### config.mk
export PLATFORM = sky130hd
export DESIGN_NAME = instr_sequencer_flat
export DESIGN_NICKNAME = d
export VERILOG_FILES = /design/src/rtl/instr_sequencer_if.sv /design/src/rtl/instr_sequencer.sv /design/src/flat_wrapper.sv
export SDC_FILE = /design/constraint.sdc
export NUM_CORES = 1
export LEC_CHECK = 0
export CAP_MARGIN = 20
export CORE_UTILIZATION = 25
export DETAILED_ROUTE_END_ITERATION = 8
export GPL_TIMING_DRIVEN = 0
export PLACE_DENSITY = 0.57
export SYNTH_ARGS = -nofsm -noshare
export SYNTH_HDL_FRONTEND = slang
export SYNTH_SLANG_ARGS = --single-unit
### constraint.sdc
create_clock -name clk -period 1.7 [get_ports clk]
set_input_delay 0.51 -clock clk [delete_from_list [all_inputs] [get_ports clk]]
set_output_delay 0.51 -clock clk [all_outputs]
set_load 0.05 [all_outputs]
### src/rtl/instr_sequencer_if.sv
// Bundles the instruction sequencer's program-word, ALU-status and decoded-control signals.
// master = core/memory side, slave = the sequencer itself.
interface instr_sequencer_if #(
  parameter int IW = 12,
  parameter int DW = 8
);
  logic [IW-1:0] prog_data;
  logic          alu_zero;
  logic          wake;
  logic [1:0]    q_phase;
  logic [IW-1:0] ir;
  logic          alu_mux_sel;
  logic [DW-1:0] irsta_bus;
  logic [4:0]    alu_op;
  logic [2:0]    bit_sel;
  logic [4:0]    ram_addr;
  logic [8:0]    pc_target;
  logic          w_we;
  logic          ram_we;
  logic          status_we;
  logic          pc_inc;
  logic          pc_load;
  logic          pc_push;
  logic          pc_pop;

  modport master (
    output prog_data, alu_zero, wake,
    input  q_phase, ir, alu_mux_sel, irsta_bus, alu_op, bit_sel, ram_addr, pc_target,
    input  w_we, ram_we, status_we, pc_inc, pc_load, pc_push, pc_pop
  );

  modport slave (
    input  prog_data, alu_zero, wake,
    output q_phase, ir, alu_mux_sel, irsta_bus, alu_op, bit_sel, ram_addr, pc_target,
    output w_we, ram_we, status_we, pc_inc, pc_load, pc_push, pc_pop
  );
endinterface

### src/rtl/instr_sequencer.sv
// PIC10F200 Q1..Q4 instruction sequencer and decoder; all control outputs are registered.
// Optional macro SLEEP_EN: SLEEP (12'h003) parks the sequencer in Q1 until wake.
module instr_sequencer #(
  parameter int IW = 12,
  parameter int DW = 8
) (
  input  logic             clk,
  input  logic             rst_n,
  instr_sequencer_if.slave bus
);
  typedef enum logic [1:0] {Q1 = 2'd0, Q2 = 2'd1, Q3 = 2'd2, Q4 = 2'd3} phase_e;

  typedef struct packed {
    logic       mux;
    logic [4:0] op;
    logic       w_we;
    logic       ram_we;
    logic       status_we;
    logic       pc_inc;
    logic       pc_load;
    logic       pc_push;
    logic       pc_pop;
  } ctl_t;

  function automatic ctl_t decode(input logic [IW-1:0] w, input logic noinc);
    ctl_t c;
    c = '0;
    unique case (w[11:10])
      2'b00: begin
        if (w[9:3] != '0) begin
          c.op        = {1'b0, w[9:6]};
          c.ram_we    = w[5];
          c.w_we      = ~w[5];
          c.status_we = !(w[9:6] inside {4'h0, 4'hB, 4'hE, 4'hF});
        end
      end
      2'b01: begin
        c.op     = (w[9:8] == 2'b00) ? 5'h14 : (w[9:8] == 2'b01) ? 5'h15 : 5'h16;
        c.ram_we = ~w[9];
      end
      2'b10: begin
        c.pc_load = w[9] | w[8];
        c.pc_push = (w[9:8] == 2'b01);
        if (w[9:8] == 2'b00) begin
          c.mux    = 1'b1;
          c.op     = 5'h10;
          c.w_we   = 1'b1;
          c.pc_pop = 1'b1;
        end
      end
      default: begin
        c.mux       = 1'b1;
        c.op        = {3'b100, w[9:8]};
        c.w_we      = 1'b1;
        c.status_we = (w[9:8] != 2'b00);
      end
    endcase
    // A NOP cycle that replaces a branch target fetch must not advance the PC again.
    c.pc_inc = (w[11:10] != 2'b10) && !noinc;
    return c;
  endfunction

  function automatic logic skip_hit(input logic [IW-1:0] w, input logic az);
    logic fsz;
    fsz = (w[11:10] == 2'b00) && ((w[9:6] == 4'hB) || (w[9:6] == 4'hF));
    return (fsz && az) || ((w[11:8] == 4'b0110) && az) || ((w[11:8] == 4'b0111) && !az);
  endfunction

  phase_e        phase_q, phase_d;
  logic [IW-1:0] ir_q, ir_d;
  logic          flush_q, flush_d;
  logic          flbr_q, flbr_d;
  logic          noinc_q, noinc_d;
  logic          sleep_q, sleep_d;
  logic          hold;
  ctl_t          ctl_q, ctl_d;

  always_comb begin
    phase_d = phase_q;
    ir_d    = ir_q;
    flush_d = flush_q;
    flbr_d  = flbr_q;
    noinc_d = noinc_q;
    sleep_d = sleep_q;
    hold    = 1'b0;
`ifdef SLEEP_EN
    hold = sleep_q && !bus.wake;
    if (sleep_q && bus.wake) sleep_d = 1'b0;
`endif
    if (!hold) begin
      unique case (phase_q)
        Q1:      phase_d = Q2;
        Q2:      phase_d = Q3;
        Q3:      phase_d = Q4;
        default: phase_d = Q1;
      endcase
      if (phase_q == Q1) begin
        ir_d    = flush_q ? '0 : bus.prog_data;
        noinc_d = flbr_q;
        flush_d = 1'b0;
        flbr_d  = 1'b0;
      end
      if (phase_q == Q4) begin
        flbr_d  = (ir_q[11:10] == 2'b10);
        flush_d = (ir_q[11:10] == 2'b10) || skip_hit(ir_q, bus.alu_zero);
`ifdef SLEEP_EN
        sleep_d = (ir_q == 12'h003);
`endif
      end
    end
    // Outputs are precomputed for the phase being entered so they register cleanly.
    ctl_d = decode(ir_d, noinc_d);
    if (phase_d == Q1) begin
      ctl_d = '0;
    end else if (phase_d != Q4) begin
      ctl_d.w_we      = 1'b0;
      ctl_d.ram_we    = 1'b0;
      ctl_d.status_we = 1'b0;
      ctl_d.pc_inc    = 1'b0;
      ctl_d.pc_load   = 1'b0;
      ctl_d.pc_push   = 1'b0;
      ctl_d.pc_pop    = 1'b0;
    end
  end

  always_ff @(posedge clk) begin
    if (!rst_n) begin
      phase_q <= Q1;
      ir_q    <= '0;
      flush_q <= 1'b0;
      flbr_q  <= 1'b0;
      noinc_q <= 1'b0;
      sleep_q <= 1'b0;
      ctl_q   <= '0;
    end else begin
      phase_q <= phase_d;
      ir_q    <= ir_d;
      flush_q <= flush_d;
      flbr_q  <= flbr_d;
      noinc_q <= noinc_d;
      sleep_q <= sleep_d;
      ctl_q   <= ctl_d;
    end
  end

`ifndef SLEEP_EN
  logic unused_wake;
  assign unused_wake = bus.wake;
`endif

  assign bus.q_phase     = phase_q;
  assign bus.ir          = ir_q;
  assign bus.irsta_bus   = ir_q[DW-1:0];
  assign bus.bit_sel     = ir_q[7:5];
  assign bus.ram_addr    = ir_q[4:0];
  assign bus.pc_target   = (ir_q[11:8] == 4'b1001) ? {1'b0, ir_q[7:0]} : ir_q[8:0];
  assign bus.alu_mux_sel = ctl_q.mux;
  assign bus.alu_op      = ctl_q.op;
  assign bus.w_we        = ctl_q.w_we;
  assign bus.ram_we      = ctl_q.ram_we;
  assign bus.status_we   = ctl_q.status_we;
  assign bus.pc_inc      = ctl_q.pc_inc;
  assign bus.pc_load     = ctl_q.pc_load;
  assign bus.pc_push     = ctl_q.pc_push;
  assign bus.pc_pop      = ctl_q.pc_pop;
endmodule

### src/flat_wrapper.sv
// flat-port wrapper written by rule: the top's interface ports become plain ports
module instr_sequencer_flat 
#(
  parameter int IW = 12,
  parameter int DW = 8
)
  (clk, rst_n, bus_prog_data, bus_alu_zero, bus_wake, bus_q_phase, bus_ir, bus_alu_mux_sel, bus_irsta_bus, bus_alu_op, bus_bit_sel, bus_ram_addr, bus_pc_target, bus_w_we, bus_ram_we, bus_status_we, bus_pc_inc, bus_pc_load, bus_pc_push, bus_pc_pop);
  instr_sequencer_if #(.IW(IW), .DW(DW)) bus_i ();
  input  logic clk;
  input  logic rst_n;
  input wire logic [$bits(bus_i.prog_data)-1:0] bus_prog_data;
  input wire logic [$bits(bus_i.alu_zero)-1:0] bus_alu_zero;
  input wire logic [$bits(bus_i.wake)-1:0] bus_wake;
  output wire logic [$bits(bus_i.q_phase)-1:0] bus_q_phase;
  output wire logic [$bits(bus_i.ir)-1:0] bus_ir;
  output wire logic [$bits(bus_i.alu_mux_sel)-1:0] bus_alu_mux_sel;
  output wire logic [$bits(bus_i.irsta_bus)-1:0] bus_irsta_bus;
  output wire logic [$bits(bus_i.alu_op)-1:0] bus_alu_op;
  output wire logic [$bits(bus_i.bit_sel)-1:0] bus_bit_sel;
  output wire logic [$bits(bus_i.ram_addr)-1:0] bus_ram_addr;
  output wire logic [$bits(bus_i.pc_target)-1:0] bus_pc_target;
  output wire logic [$bits(bus_i.w_we)-1:0] bus_w_we;
  output wire logic [$bits(bus_i.ram_we)-1:0] bus_ram_we;
  output wire logic [$bits(bus_i.status_we)-1:0] bus_status_we;
  output wire logic [$bits(bus_i.pc_inc)-1:0] bus_pc_inc;
  output wire logic [$bits(bus_i.pc_load)-1:0] bus_pc_load;
  output wire logic [$bits(bus_i.pc_push)-1:0] bus_pc_push;
  output wire logic [$bits(bus_i.pc_pop)-1:0] bus_pc_pop;
  assign bus_i.prog_data = bus_prog_data;
  assign bus_i.alu_zero = bus_alu_zero;
  assign bus_i.wake = bus_wake;
  assign bus_q_phase = bus_i.q_phase;
  assign bus_ir = bus_i.ir;
  assign bus_alu_mux_sel = bus_i.alu_mux_sel;
  assign bus_irsta_bus = bus_i.irsta_bus;
  assign bus_alu_op = bus_i.alu_op;
  assign bus_bit_sel = bus_i.bit_sel;
  assign bus_ram_addr = bus_i.ram_addr;
  assign bus_pc_target = bus_i.pc_target;
  assign bus_w_we = bus_i.w_we;
  assign bus_ram_we = bus_i.ram_we;
  assign bus_status_we = bus_i.status_we;
  assign bus_pc_inc = bus_i.pc_inc;
  assign bus_pc_load = bus_i.pc_load;
  assign bus_pc_push = bus_i.pc_push;
  assign bus_pc_pop = bus_i.pc_pop;
  instr_sequencer #(.IW(IW), .DW(DW)) u_core (.clk(clk), .rst_n(rst_n), .bus(bus_i));
endmodule
# --- Word level (Yosys, flattened, before mapping) ---
# Index checks and enable logic that the tools add are counted.
totals:
  reg_bits: 30
  out_inout_bits: 52
classes:
  n_eq_ne: 17
  n_mux: 18
  bitwise_logic: 5
  reduce_logical: 27
ops:
  columns: ["op", "n"]
  rows:
  - ["== test 4 bit (second input constant)", 6]
  - ["two-way mux 12 bit", 2]
  - ["one-hot mux 5 bit (3 select lines)", 1]
  - ["two-way mux 7 bit", 2]
  - ["zero test 2 bit", 5]
  - ["two-way mux 9 bit", 1]
  - ["== test 2 bit (second input constant)", 4]
  - ["== test 4 x 3 -> 1 bit (second input constant)", 2]
  - ["nonzero test 7 bit", 1]
  - ["== test 2 x 1 -> 1 bit (second input constant)", 3]
  - ["one-hot mux 1 bit (2 select lines)", 3]
  - ["one-hot mux 2 bit (3 select lines)", 1]
  - ["OR reduction 2 bit", 3]
  - ["logical AND 1 bit", 5]
  - ["two-way mux 1 bit", 5]
  - ["two-way mux 5 bit", 1]
  - ["zero test 4 bit", 1]
  - ["logical OR 1 bit", 4]
  - ["inequality test 2 bit (second input constant)", 2]
  - ["inverter 1 bit", 4]
  - ["nonzero test 2 bit", 2]
  - ["nonzero test 4 bit", 1]
  - ["OR reduction 4 bit", 1]
  - ["zero test 1 bit", 3]
  - ["other kinds (4)", 4]

# --- Depth between registers and ports, before layout ---
logic_depth:
  depth_word: 8
  ltp_mapped: 9
  mapped_depth_nobuf: 7

# --- Worst setup path before layout ---
# OpenSTA, ideal clock, no wires.
synth_path:
  kind: "register -> register"
  start: "register u_core.phase_q[0], in the netlist u_core.bus.q_phase[0]"
  end: "register u_core.ctl_q (netlist bit u_core.bus.w_we)"
  setup_ns: 0.126
  arrival_ns: 1.922
  required_ns: 1.574
  path_slack_ns: -0.348
  path_stages_with_launch: 10
  n_path_buf: 2
  period_less_slack_ns: 2.048
  cell_sequence: "dfxtp_1 inv_1 ha_1 buf_6 nor2b_4 buf_6 o21ai_0 o21ai_0 o311ai_1 a21oi_1"
synth_via:
  elab_chain_cells: 5
  elab_cells_between_ends: 17
  classes_between: "eq/ne (5); mux (5); bitwise (1); reduce/logical (6)"
synth_lines:
  columns: ["item", "line_no", "rtl"]
  rows:
  - ["start, declared", "instr_sequencer.sv:69", "phase_e phase_q, phase_d;"]
  - ["start signal, assigned", "instr_sequencer.sv:136", "phase_q <= phase_d;"]
  - ["zero test 2 bit", "instr_sequencer.sv:91, instr_sequencer.sv:97", null]
  - ["two-way mux 12 bit", "instr_sequencer.sv:97", "if (phase_q == Q1) begin"]
  - ["nonzero test 7 bit (tied with other cells)", "instr_sequencer.sv:30", "if (w[9:3] != '0) begin"]
  - ["two-way mux 7 bit (on tied branches)", "instr_sequencer.sv:30, instr_sequencer.sv:44", null]
  - ["one-hot mux 1 bit (3 select lines)", "instr_sequencer.sv:28", "unique case (w[11:10])"]
  - ["end signal, assigned", "instr_sequencer.sv:142", "ctl_q <= ctl_d;"]
  - ["end, declared", "instr_sequencer.sv:76", "ctl_t ctl_q, ctl_d;"]
# Several ways; a longest one is shown, not always the timed one.
# A chain may end at the register's enable or synchronous reset.

# --- Final worst setup path ---
layout_path:
  start: "register u_core.ir_q[9], in the netlist u_core.bus.ir[9]"
  end: "output bus_pc_target[8]"
layout_via:
  elab_chain_cells: 2
layout_lines:
  columns: ["item", "line_no", "rtl"]
  rows:
  - ["start, declared", "instr_sequencer.sv:70", "logic [IW-1:0] ir_q, ir_d;"]
  - ["start signal, assigned", "instr_sequencer.sv:137", "ir_q <= ir_d;"]
  - ["== test 4 bit", "instr_sequencer.sv:156", "assign bus.pc_target = (ir_q[11:8] == 4'b1001) ? {1'b0, ir_q[7:0]} : ir_q[8:0];"]
  - ["two-way mux 9 bit", "instr_sequencer.sv:156", null]
  - ["end, declared", "flat_wrapper.sv:21", "output wire logic [$bits(bus_i.pc_target)-1:0] bus_pc_target;"]
# No other way between the ends.

==> flow_metrics.env <==
export IMPL_status="finished, final reports clean"
export IMPL_synthesis_area_um2=1440
export IMPL_cp_required_ps=1190
export IMPL_synth_fp_nets=171
export IMPL_syn2layout_area_growth_pct=58.5
export IMPL_cts_buffers=5
export IMPL_initial_core_util_pct=26.0
export IMPL_dieArea_um2=6080
export IMPL_hold_buffers=0
export IMPL_syn_inst=152
export IMPL_die_height_um=78.0
export IMPL_layout_cells_non_filler=309
export IMPL_clkLatencyLatePin_ps=280
export IMPL_cts_sinks=30
export IMPL_viasPerCell=4.25
export IMPL_die_w_um=78.0
export IMPL_first_iter_violations=39
export IMPL_drc=0
export IMPL_async_flop_share_pct=0
export IMPL_synth_edf_count=0
export IMPL_peakVddDrop_v=0.000677
export IMPL_yosysUniqueCellTypes=41
export IMPL_timing_final_hold_violations=0
export IMPL_grt_pass1_vias=1268
export IMPL_finalNetCount=256
export IMPL_place_inst=289
export IMPL_coreArea_um2=5540
export IMPL_maxSlewHeadroom_pct=66.4
export IMPL_clk_pin_slew_ps=60
export IMPL_drv_cap=0
export IMPL_finalCritPeriodShare_pct=99.2
export IMPL_startpoint_type="register"
export IMPL_layout_min_cycle_time_ps=1690
export IMPL_final_max_slew_viol_count=0
export IMPL_synth_top_area_share_pct=41.6
export IMPL_dpl_cell_area_um2=2190
export IMPL_p_leak_nw=1.09
export IMPL_dr_total_vias=1313
export IMPL_clock_skew_ps=6.24
export IMPL_yosys_top_cells_area="dfxtp_1, buf_4, nor2_1"
export IMPL_wl_per_cell_um=12.3
export IMPL_clockBufferDepth=2
export IMPL_dr_pass1_iters=4
export IMPL_cts_root_buf="clkbuf_8"
export IMPL_diodes=0
export IMPL_yosys_area_top_type="dfxtp_1"
export IMPL_port_buffers=65
export IMPL_hpwl_mm=2.71
export IMPL_cts_tree="yes"
export IMPL_grt_max_degree=11
export IMPL_hp_class="register to register"
export IMPL_setup_violations=0
export IMPL_antenna_found_initial=0
export IMPL_crit_fanout=5
export IMPL_tightest_slew_ps=504
export IMPL_grt_pass1_wl_mm=6.29
export IMPL_max_freq_mhz=593
export IMPL_gp_congestion=0.819
export IMPL_synth_most_common_cell="dfxtp_1"
export IMPL_path_class="register to output pin"
export IMPL_rows=27
export IMPL_drtAntennaViolNets=0
export IMPL_grtUsageTotal_pct=13.5
export IMPL_yosys_register_bits=30
export IMPL_overflow=0
export IMPL_avgSynthCellArea_um2=9.49
export IMPL_tns_ps=0
export IMPL_drive_gt1_share_pct=46.0
export IMPL_total_power_mw=3.89
export IMPL_drt_total_wl_mm=3.79
export IMPL_post_route_util_pct=41.3
export IMPL_arrival_ps=1180
export IMPL_cp_end_kind="output pin"
export IMPL_synth_top_cells_by_count="dfxtp_1, nor2_1, buf_4"
export IMPL_rsz0062_at_grt="yes"
export IMPL_fin_area_um2=2290
export IMPL_yosys_warnings=0
export IMPL_ios=68
export IMPL_synthFlopType="dfxtp_1"
export IMPL_yosysSeqAreaShare_pct=41.6
export IMPL_p_per_area_nw_per_um2=1700
export IMPL_cts_htree_levels=2
-- metrics by stage --
stage / worst slack, ps / hold slack (ps)
2_1_floorplan: -20.0 / 477
3_3_place_gp: -244 / 501
3_5_place_dp: -248 / 507
4_1_cts: -195 / 531
5_1_grt: -35.0 / 575
6_report: 13.3 / 529
-- report_power, final --
part / leakage, nW / switching (mW) / total [mW] / internal (mW)
sequential: 0.248 / 0.115 / 0.952 / 0.837
clock: 0.0383 / 0.236 / 0.517 / 0.281
combinational: 0.800 / 1.50 / 2.42 / 0.915
-- cell families after synthesis --
family	count (synthesis)	share of synthesized area [%]
mux	1	0.781
flops	30	41.6
compound gates	36	21.1
simple gates	46	15.7
buf+inv	35	17.6
xor+xnor	1	0.607
fa+ha+maj	3	2.60
-- placed cells by master (no fill, tap or decap), drive strengths merged, types with 3 or more instances in the layout --
cell,count
buf,68
dfxtp,30
nor2,27
dlygate4sd2,15
clkdlybuf4s50,13
a22oi,12
clkdlybuf4s15,11
clkbuf,8
a21oi,5
o21ai,5
inv,5
nand3,3
nor3,3
and2,3
ha,3
-- cell type report --
type	instances	area [um2]
timing repair buffer	79	632
buffer	29	221
inverter	5	23.8
sequential	30	613
multi-input combinational	87	629
clock buffer	7	76.3
fill	560	3250
tap	72	90.1
-- sequential cells by signal (all words and copies together) (netlist names) --
| name | cells |
|---|---|
| u_core.noinc_q | 1 |
| u_core.bus.ram_we | 1 |
| u_core.bus.pc_inc | 1 |
| u_core.bus.ir | 12 |
| u_core.bus.pc_push | 1 |
| u_core.flbr_q | 1 |
| u_core.bus.alu_op | 5 |
| u_core.bus.pc_load | 1 |
| u_core.bus.alu_mux_sel | 1 |
| u_core.bus.q_phase | 2 |
| u_core.bus.status_we | 1 |
| u_core.bus.w_we | 1 |
| u_core.flush_q | 1 |
| u_core.bus.pc_pop | 1 |
-- timing repair --
| item | 4_1_cts | 5_1_grt |
|---|---|---|
| resized for setup | 149 | 44 |
| buffers inserted | 11 | 3 |
| pin swaps | 8 | 5 |
| endpoints found under the setup margin | 59 | 32 |
-- path summary, 6_finish.rpt --
path,start,end,slack [ps],cells past startpoint
setup / recovery,u_core.bus.ir[9],bus_pc_target[8],10,2
hold / removal,u_core.flbr_q,u_core.flbr_q,530,2
setup reg to reg,u_core.bus.q_phase[0],u_core.bus.status_we,80,8
hold reg to reg,u_core.flbr_q,u_core.flbr_q,530,2
-- worst max-delay path: stages, from the launching register on --
cell	delay (ps)
dfxtp_1	360
o31a_2	380
buf_6	160
-- routing by layer --
metal  GRT usage (%)  wire (um)
met1            18.0       1860
met2            19.9       1530
met3            4.47        329
met4            5.56         69
met5               0          0
Note: power is estimated with default switching activity, not from simulation.
